===== src/rtl/spr_pixel_writer.sv =====
`default_nettype none
// ============================================================================
// Module   : spr_pixel_writer
// Purpose  : Sprite tile pixel writer. Latches a 16-pixel, 4 bpp tile row and,
//            over 8 clock-enabled steps, emits up to two line-buffer writes per
//            step. KEEP_A/KEEP_B come from the shrink generator. Kept pixels are
//            packed onto consecutive 9-bit addresses that wrap modulo 512.
//            Colour 0 is transparent: it takes an address but raises no strobe.
// Ports    : clk, rst_n                 clock, async active-low reset
//            ck_en_i, load_i            pixel-pair enable, tile start
//            x_pos_i, pal_i, gfx_i      tile start X, palette, 16x4-bit pixels
//            flip_h_i                   horizontal flip
//            keep_a_i, keep_b_i         shrink keep flags for the current pair
//            we_a_o/we_b_o              one-cycle write strobes, lanes A/B
//            addr_a_o/addr_b_o          line-buffer addresses
//            data_a_o/data_b_o          {palette, colour}
//            busy_o, done_o             tile in progress, completion pulse
// Revision : 1.0  initial release
// ============================================================================
module spr_pixel_writer (
  input  logic        clk,
  input  logic        rst_n,
  input  logic        ck_en_i,
  input  logic        load_i,
  input  logic [8:0]  x_pos_i,
  input  logic [7:0]  pal_i,
  input  logic [63:0] gfx_i,
  input  logic        flip_h_i,
  input  logic        keep_a_i,
  input  logic        keep_b_i,
  output logic        we_a_o,
  output logic        we_b_o,
  output logic [8:0]  addr_a_o,
  output logic [8:0]  addr_b_o,
  output logic [11:0] data_a_o,
  output logic [11:0] data_b_o,
  output logic        busy_o,
  output logic        done_o
);

  typedef enum logic [0:0] {
    ST_IDLE = 1'b0,
    ST_BUSY = 1'b1
  } state_t;

  state_t      state_q, state_d;
  logic [63:0] gfx_q,   gfx_d;
  logic [7:0]  pal_q,   pal_d;
  logic        flip_q,  flip_d;
  logic [8:0]  x_q,     x_d;
  logic [2:0]  s_q,     s_d;
  logic        we_a_q,  we_a_d;
  logic        we_b_q,  we_b_d;
  logic [8:0]  addr_a_q, addr_a_d;
  logic [8:0]  addr_b_q, addr_b_d;
  logic [11:0] data_a_q, data_a_d;
  logic [11:0] data_b_q, data_b_d;
  logic        done_q,  done_d;

  // Pixel selection for the current pair.
  logic [3:0] idx_first, idx_second;
  logic [3:0] col_first, col_second;
  logic [8:0] x_plus1;

  always_comb begin
    idx_first  = flip_q ? (4'd15 - {s_q, 1'b0}) : {s_q, 1'b0};
    idx_second = flip_q ? (4'd14 - {s_q, 1'b0}) : {s_q, 1'b1};
    col_first  = gfx_q[{idx_first, 2'b00} +: 4];
    col_second = gfx_q[{idx_second, 2'b00} +: 4];
    x_plus1    = x_q + 9'd1;
  end

  always_comb begin
    state_d  = state_q;
    gfx_d    = gfx_q;
    pal_d    = pal_q;
    flip_d   = flip_q;
    x_d      = x_q;
    s_d      = s_q;
    addr_a_d = addr_a_q;
    addr_b_d = addr_b_q;
    data_a_d = data_a_q;
    data_b_d = data_b_q;
    // Strobes and DONE are single-cycle pulses, independent of ck_en spacing.
    we_a_d   = 1'b0;
    we_b_d   = 1'b0;
    done_d   = 1'b0;

    if (ck_en_i) begin
      if (load_i) begin
        // Start (or abort and restart) a tile; no write on this edge.
        state_d = ST_BUSY;
        gfx_d   = gfx_i;
        pal_d   = pal_i;
        flip_d  = flip_h_i;
        x_d     = x_pos_i;
        s_d     = 3'd0;
      end else if (state_q == ST_BUSY) begin
        addr_a_d = x_q;
        addr_b_d = x_plus1;
        case ({keep_a_i, keep_b_i})
          2'b11: begin
            data_a_d = {pal_q, col_first};
            data_b_d = {pal_q, col_second};
            we_a_d   = (col_first  != 4'd0);
            we_b_d   = (col_second != 4'd0);
            x_d      = x_q + 9'd2;
          end
          2'b10: begin
            data_a_d = {pal_q, col_first};
            we_a_d   = (col_first != 4'd0);
            x_d      = x_plus1;
          end
          2'b01: begin
            // A lone kept pixel always goes out on lane A.
            data_a_d = {pal_q, col_second};
            we_a_d   = (col_second != 4'd0);
            x_d      = x_plus1;
          end
          default: ;
        endcase
        s_d = s_q + 3'd1;
        if (s_q == 3'd7) begin
          state_d = ST_IDLE;
          done_d  = 1'b1;
        end
      end
    end
  end

  always_ff @(posedge clk or negedge rst_n) begin
    if (!rst_n) begin
      state_q  <= ST_IDLE;
      gfx_q    <= 64'd0;
      pal_q    <= 8'd0;
      flip_q   <= 1'b0;
      x_q      <= 9'd0;
      s_q      <= 3'd0;
      we_a_q   <= 1'b0;
      we_b_q   <= 1'b0;
      addr_a_q <= 9'd0;
      addr_b_q <= 9'd0;
      data_a_q <= 12'd0;
      data_b_q <= 12'd0;
      done_q   <= 1'b0;
    end else begin
      state_q  <= state_d;
      gfx_q    <= gfx_d;
      pal_q    <= pal_d;
      flip_q   <= flip_d;
      x_q      <= x_d;
      s_q      <= s_d;
      we_a_q   <= we_a_d;
      we_b_q   <= we_b_d;
      addr_a_q <= addr_a_d;
      addr_b_q <= addr_b_d;
      data_a_q <= data_a_d;
      data_b_q <= data_b_d;
      done_q   <= done_d;
    end
  end

  assign we_a_o   = we_a_q;
  assign we_b_o   = we_b_q;
  assign addr_a_o = addr_a_q;
  assign addr_b_o = addr_b_q;
  assign data_a_o = data_a_q;
  assign data_b_o = data_b_q;
  assign busy_o   = (state_q == ST_BUSY);
  assign done_o   = done_q;

endmodule
`default_nettype wire

===== config.mk =====
export PLATFORM = sky130hd
export DESIGN_NAME = spr_pixel_writer
export DESIGN_NICKNAME = d
export VERILOG_FILES = /design/src/rtl/spr_pixel_writer.sv
export SDC_FILE = /design/constraint.sdc
export NUM_CORES = 1
export LEC_CHECK = 0
export BUFFER_PORTS_ARGS = -buffer_cell sky130_fd_sc_hd__buf_2
export CAP_MARGIN = 20
export CORE_UTILIZATION = 51
export CTS_CLUSTER_DIAMETER = 60
export CTS_CLUSTER_SIZE = 24
export DETAILED_ROUTE_END_ITERATION = 8
export PLACE_DENSITY = 0.83
export SLEW_MARGIN = 30
export SYNTH_ARGS = -nofsm -noshare
export SYNTH_HDL_FRONTEND = slang
export SYNTH_SLANG_ARGS = --single-unit

===== constraint.sdc =====
create_clock -name clk -period 1.9 [get_ports clk]
set_clock_uncertainty 0.05 [all_clocks]
set_input_delay 0.38 -clock clk [delete_from_list [all_inputs] [get_ports clk]]
set_output_delay 0.38 -clock clk [all_outputs]
set_load 0.005 [all_outputs]

==> metrics.cfg <==
[sta]
period_needed_ns = 1.968
tns_ns = -0.1988
setup_viol = 5
finalHoldViolCount = 0
relSlewSlack = 0.6588
rsz0062_at_grt = true
drv_slew = 0
clock.fmax_ghz = 0.5080
fin_ws_ns = -0.06833
fin_crit_sh = 1.036
tightest_slew_ns = 0.5119

[detailed_routing]
detailedRoute.firstIterationViolations = 258
drc = 0
postRouteAntennaNets = 0
wl_um = 16460
num_vias = 5099
wl_per_cell_um = 17.59
via_per_inst = 5.448
drtPass1Iterations = 5

[hold_path]
hold_path_depth = 2
hp-class = in2reg

[grt]
grt_remaining_overflow = 0
grt_max_degree = 92
grt_pass1_vias = 5076
grt_pass1_wl_um = 25430
grt_usage = 0.2551
antenna_found_initial = 0

[worst_setup_path]
crit_path_max_fanout = 14
end_kind = flop
start_kind = flop
critical-path-max-stage-delay_ns = 0.54
worstRegToRegCells = 8
critical_path_class = reg2reg
crit_chain = buf_12 -> buf_4 -> mux2i_1 -> a22oi_2 -> o21ai_1 -> nand4_1 -> nor2_1 -> o22ai_1
cpMaxStageDelayCell = dfrtp_4
worst_ep_arrival_time_ns = 2.21
required_ns = 2.14

[floorplanning]
die_y_um = 115.1
die_x_um = 115.1
coreArea_mm2 = 0.01226
die-area_mm2 = 0.01325
rows = 40
start_util = 0.5322
ios = 134

[clock_tree]
cts_tree = yes
clockBufferDepth = 2
clkSlewWorstSetupHoldPaths_ns = 0.06
htreeDepth = 4
clk_latency_ns = 0.41
numCtsBuffers = 17
root_buffer = clkbuf_16
cts_sinks = 131

[final_layout]
antenna_cells_inserted = 0
final_common_cell = buf_2
post-route-util = 0.6900
nNetsFinal = 851
final_cell_mix = buf_2, dfrtp_1, mux2_2
area_delta_synth_final_pct = 29.64
drive_gt1_frac = 0.4089

[power]
finalPower_w = 0.009896
sw_frac_of_total = 0.2770
p_clk_frac = 0.385
p_leak_nw = 3.989
power_frac_comb = 0.233
powerDensity_mw_per_mm2 = 1170
vdd_drop_max_mv = 0.7646
p_sw_w = 0.002741
internal-power_w = 0.007155
seq_power_share = 0.382

[synthesis]
yosys.area.top_type = dfrtp_1
syn-num-nets = 685
synth-seq-cells = 131
yosysWarningCount = 0
synth_top_area_frac = 0.5023
synth_area_mm2 = 0.006526
synth_area_leaders = dfrtp_1, mux2_2, mux2i_1
syn_inst = 589
synth_cell_types = 39
synth.avg_cell_area_um2 = 11.08
ys_seq_area_frac = 0.5023

[place]
dpl.hpwl_um = 10990
port_buffers = 133
place_congestion = 0.9369
dpl_worst_slack_ns = -0.07594

[flow_run]
maxCapViolations = 0

[run_status]
violations = negative setup slack
status = complete, but fails checks

final timing paths:
kind,to,slack [ns],startpoint
max in group asynchronous,s_q[0],0.89,rst_n
min,gfx_q[11],0.14,gfx_i[11]
max reg2reg,we_a_o,-0.07,s_q[0]
min reg2reg,addr_a_o[5],0.42,addr_a_o[5]
min in group asynchronous,gfx_q[39],0.51,rst_n
max,we_a_o,-0.07,s_q[0]
flip-flops by register name, indices dropped and copies added, names as in the netlist:
register,flops
done_o,1
s_q,3
data_b_o,12
pal_q,8
data_a_o,12
gfx_q,64
flip_q,1
busy_o,1
x_q,9
addr_a_o,9
we_a_o,1
we_b_o,1
addr_b_o,9
per-layer routing:
metal  vias up  global-route usage  routed length, um
met2       155              0.4329               8291
met3        25             0.05482                685
li1       2424                   -                  -
met1      2495              0.3171               7147
met4         0              0.1048                335
met5         -                   0                  0
power by group through the flow:
stage | clock [W] | sequential (W) | combinational, W
2_1_floorplan | 0 | 0.00368 | 0.00135
4_1_cts | 0.00386 | 0.00376 | 0.00216
5_1_grt | 0.00400 | 0.00383 | 0.00253
6_report | 0.00381 | 0.00378 | 0.00231
3_3_place_gp | 0 | 0.00376 | 0.00204
3_5_place_dp | 0 | 0.00380 | 0.00211
cells in the mapped netlist:
cell type,number
a211oi_1,1
a21oi_1,51
a22o_1,2
a22oi_1,18
a2bb2oi_1,2
a31oi_1,1
and2_1,2
and3_1,3
buf_2,15
buf_4,1
buf_6,4
clkbuf_1,14
clkbuf_2,4
dfrtp_1,131
ha_1,8
inv_1,4
inv_2,1
mux2_2,85
mux2i_1,64
nand2_1,84
nand2_2,2
nand2b_1,5
nand3_1,7
nand4_1,4
nor2_1,14
nor2_4,1
nor2b_1,5
nor4_1,2
nor4_4,1
nor4b_1,1
o21a_1,1
o21ai_0,18
o21ai_1,20
o21ai_2,1
o22ai_1,2
o2bb2ai_1,2
or2_1,1
xnor2_1,2
xor2_1,5
per-stage QoR:
step | instance area (um^2) | cells | hold WS, ns
3_3_place_gp | 7518 | 883 | 0.4028
6_report | 8461 | 936 | 0.1443
2_1_floorplan | 6526 | 589 | 0.03441
3_5_place_dp | 7518 | 883 | 0.4114
5_1_grt | 8461 | 936 | 0.1321
4_1_cts | 8259 | 917 | 0.1321
cell families (layout without fill, tap and decap cells):
kind of cell / count (synthesis) / in the layout / share of synthesized area
multiplexers: 149 / 149 / 0.2448
AND/OR/NAND/NOR: 132 / 132 / 0.09106
flip-flops: 131 / 131 / 0.5023
AO/OA/AOI/OAI: 119 / 119 / 0.1035
buffers and inverters: 43 / 222 / 0.03355
adder cells (fa/ha/maj): 8 / 8 / 0.01534
XOR/XNOR: 7 / 7 / 0.009394
cell type report:
| class | count | area [um^2] |
|---|---|---|
| clock buffer | 24 | 501.7 |
| fill | 852 | 3801 |
| inverter | 5 | 18.77 |
| sequential | 131 | 3282 |
| clock inverter | 8 | 193.9 |
| timing repair buffer | 185 | 1199 |
| multi-input combinational | 415 | 3055 |
| tap | 168 | 210.2 |
critical path: cells and delay by family (launching register included):
family                 cells  cell delay, ns
multiplexers               1            0.26
AO/OA/AOI/OAI              3            0.39
flip-flops                 1            0.54
AND/OR/NAND/NOR            2            0.27
buffers and inverters      2            0.33
timing repair:
action                                  CTS  global route
endpoints found under the hold margin    37             0
pin swaps                                 0             8
resized for setup                         1             7
setup buffers                             0            18
hold buffers                              1             0
cloned                                    1             1
endpoints found under the setup margin    4             8
No activity file was read; power rests on OpenSTA's default activity.
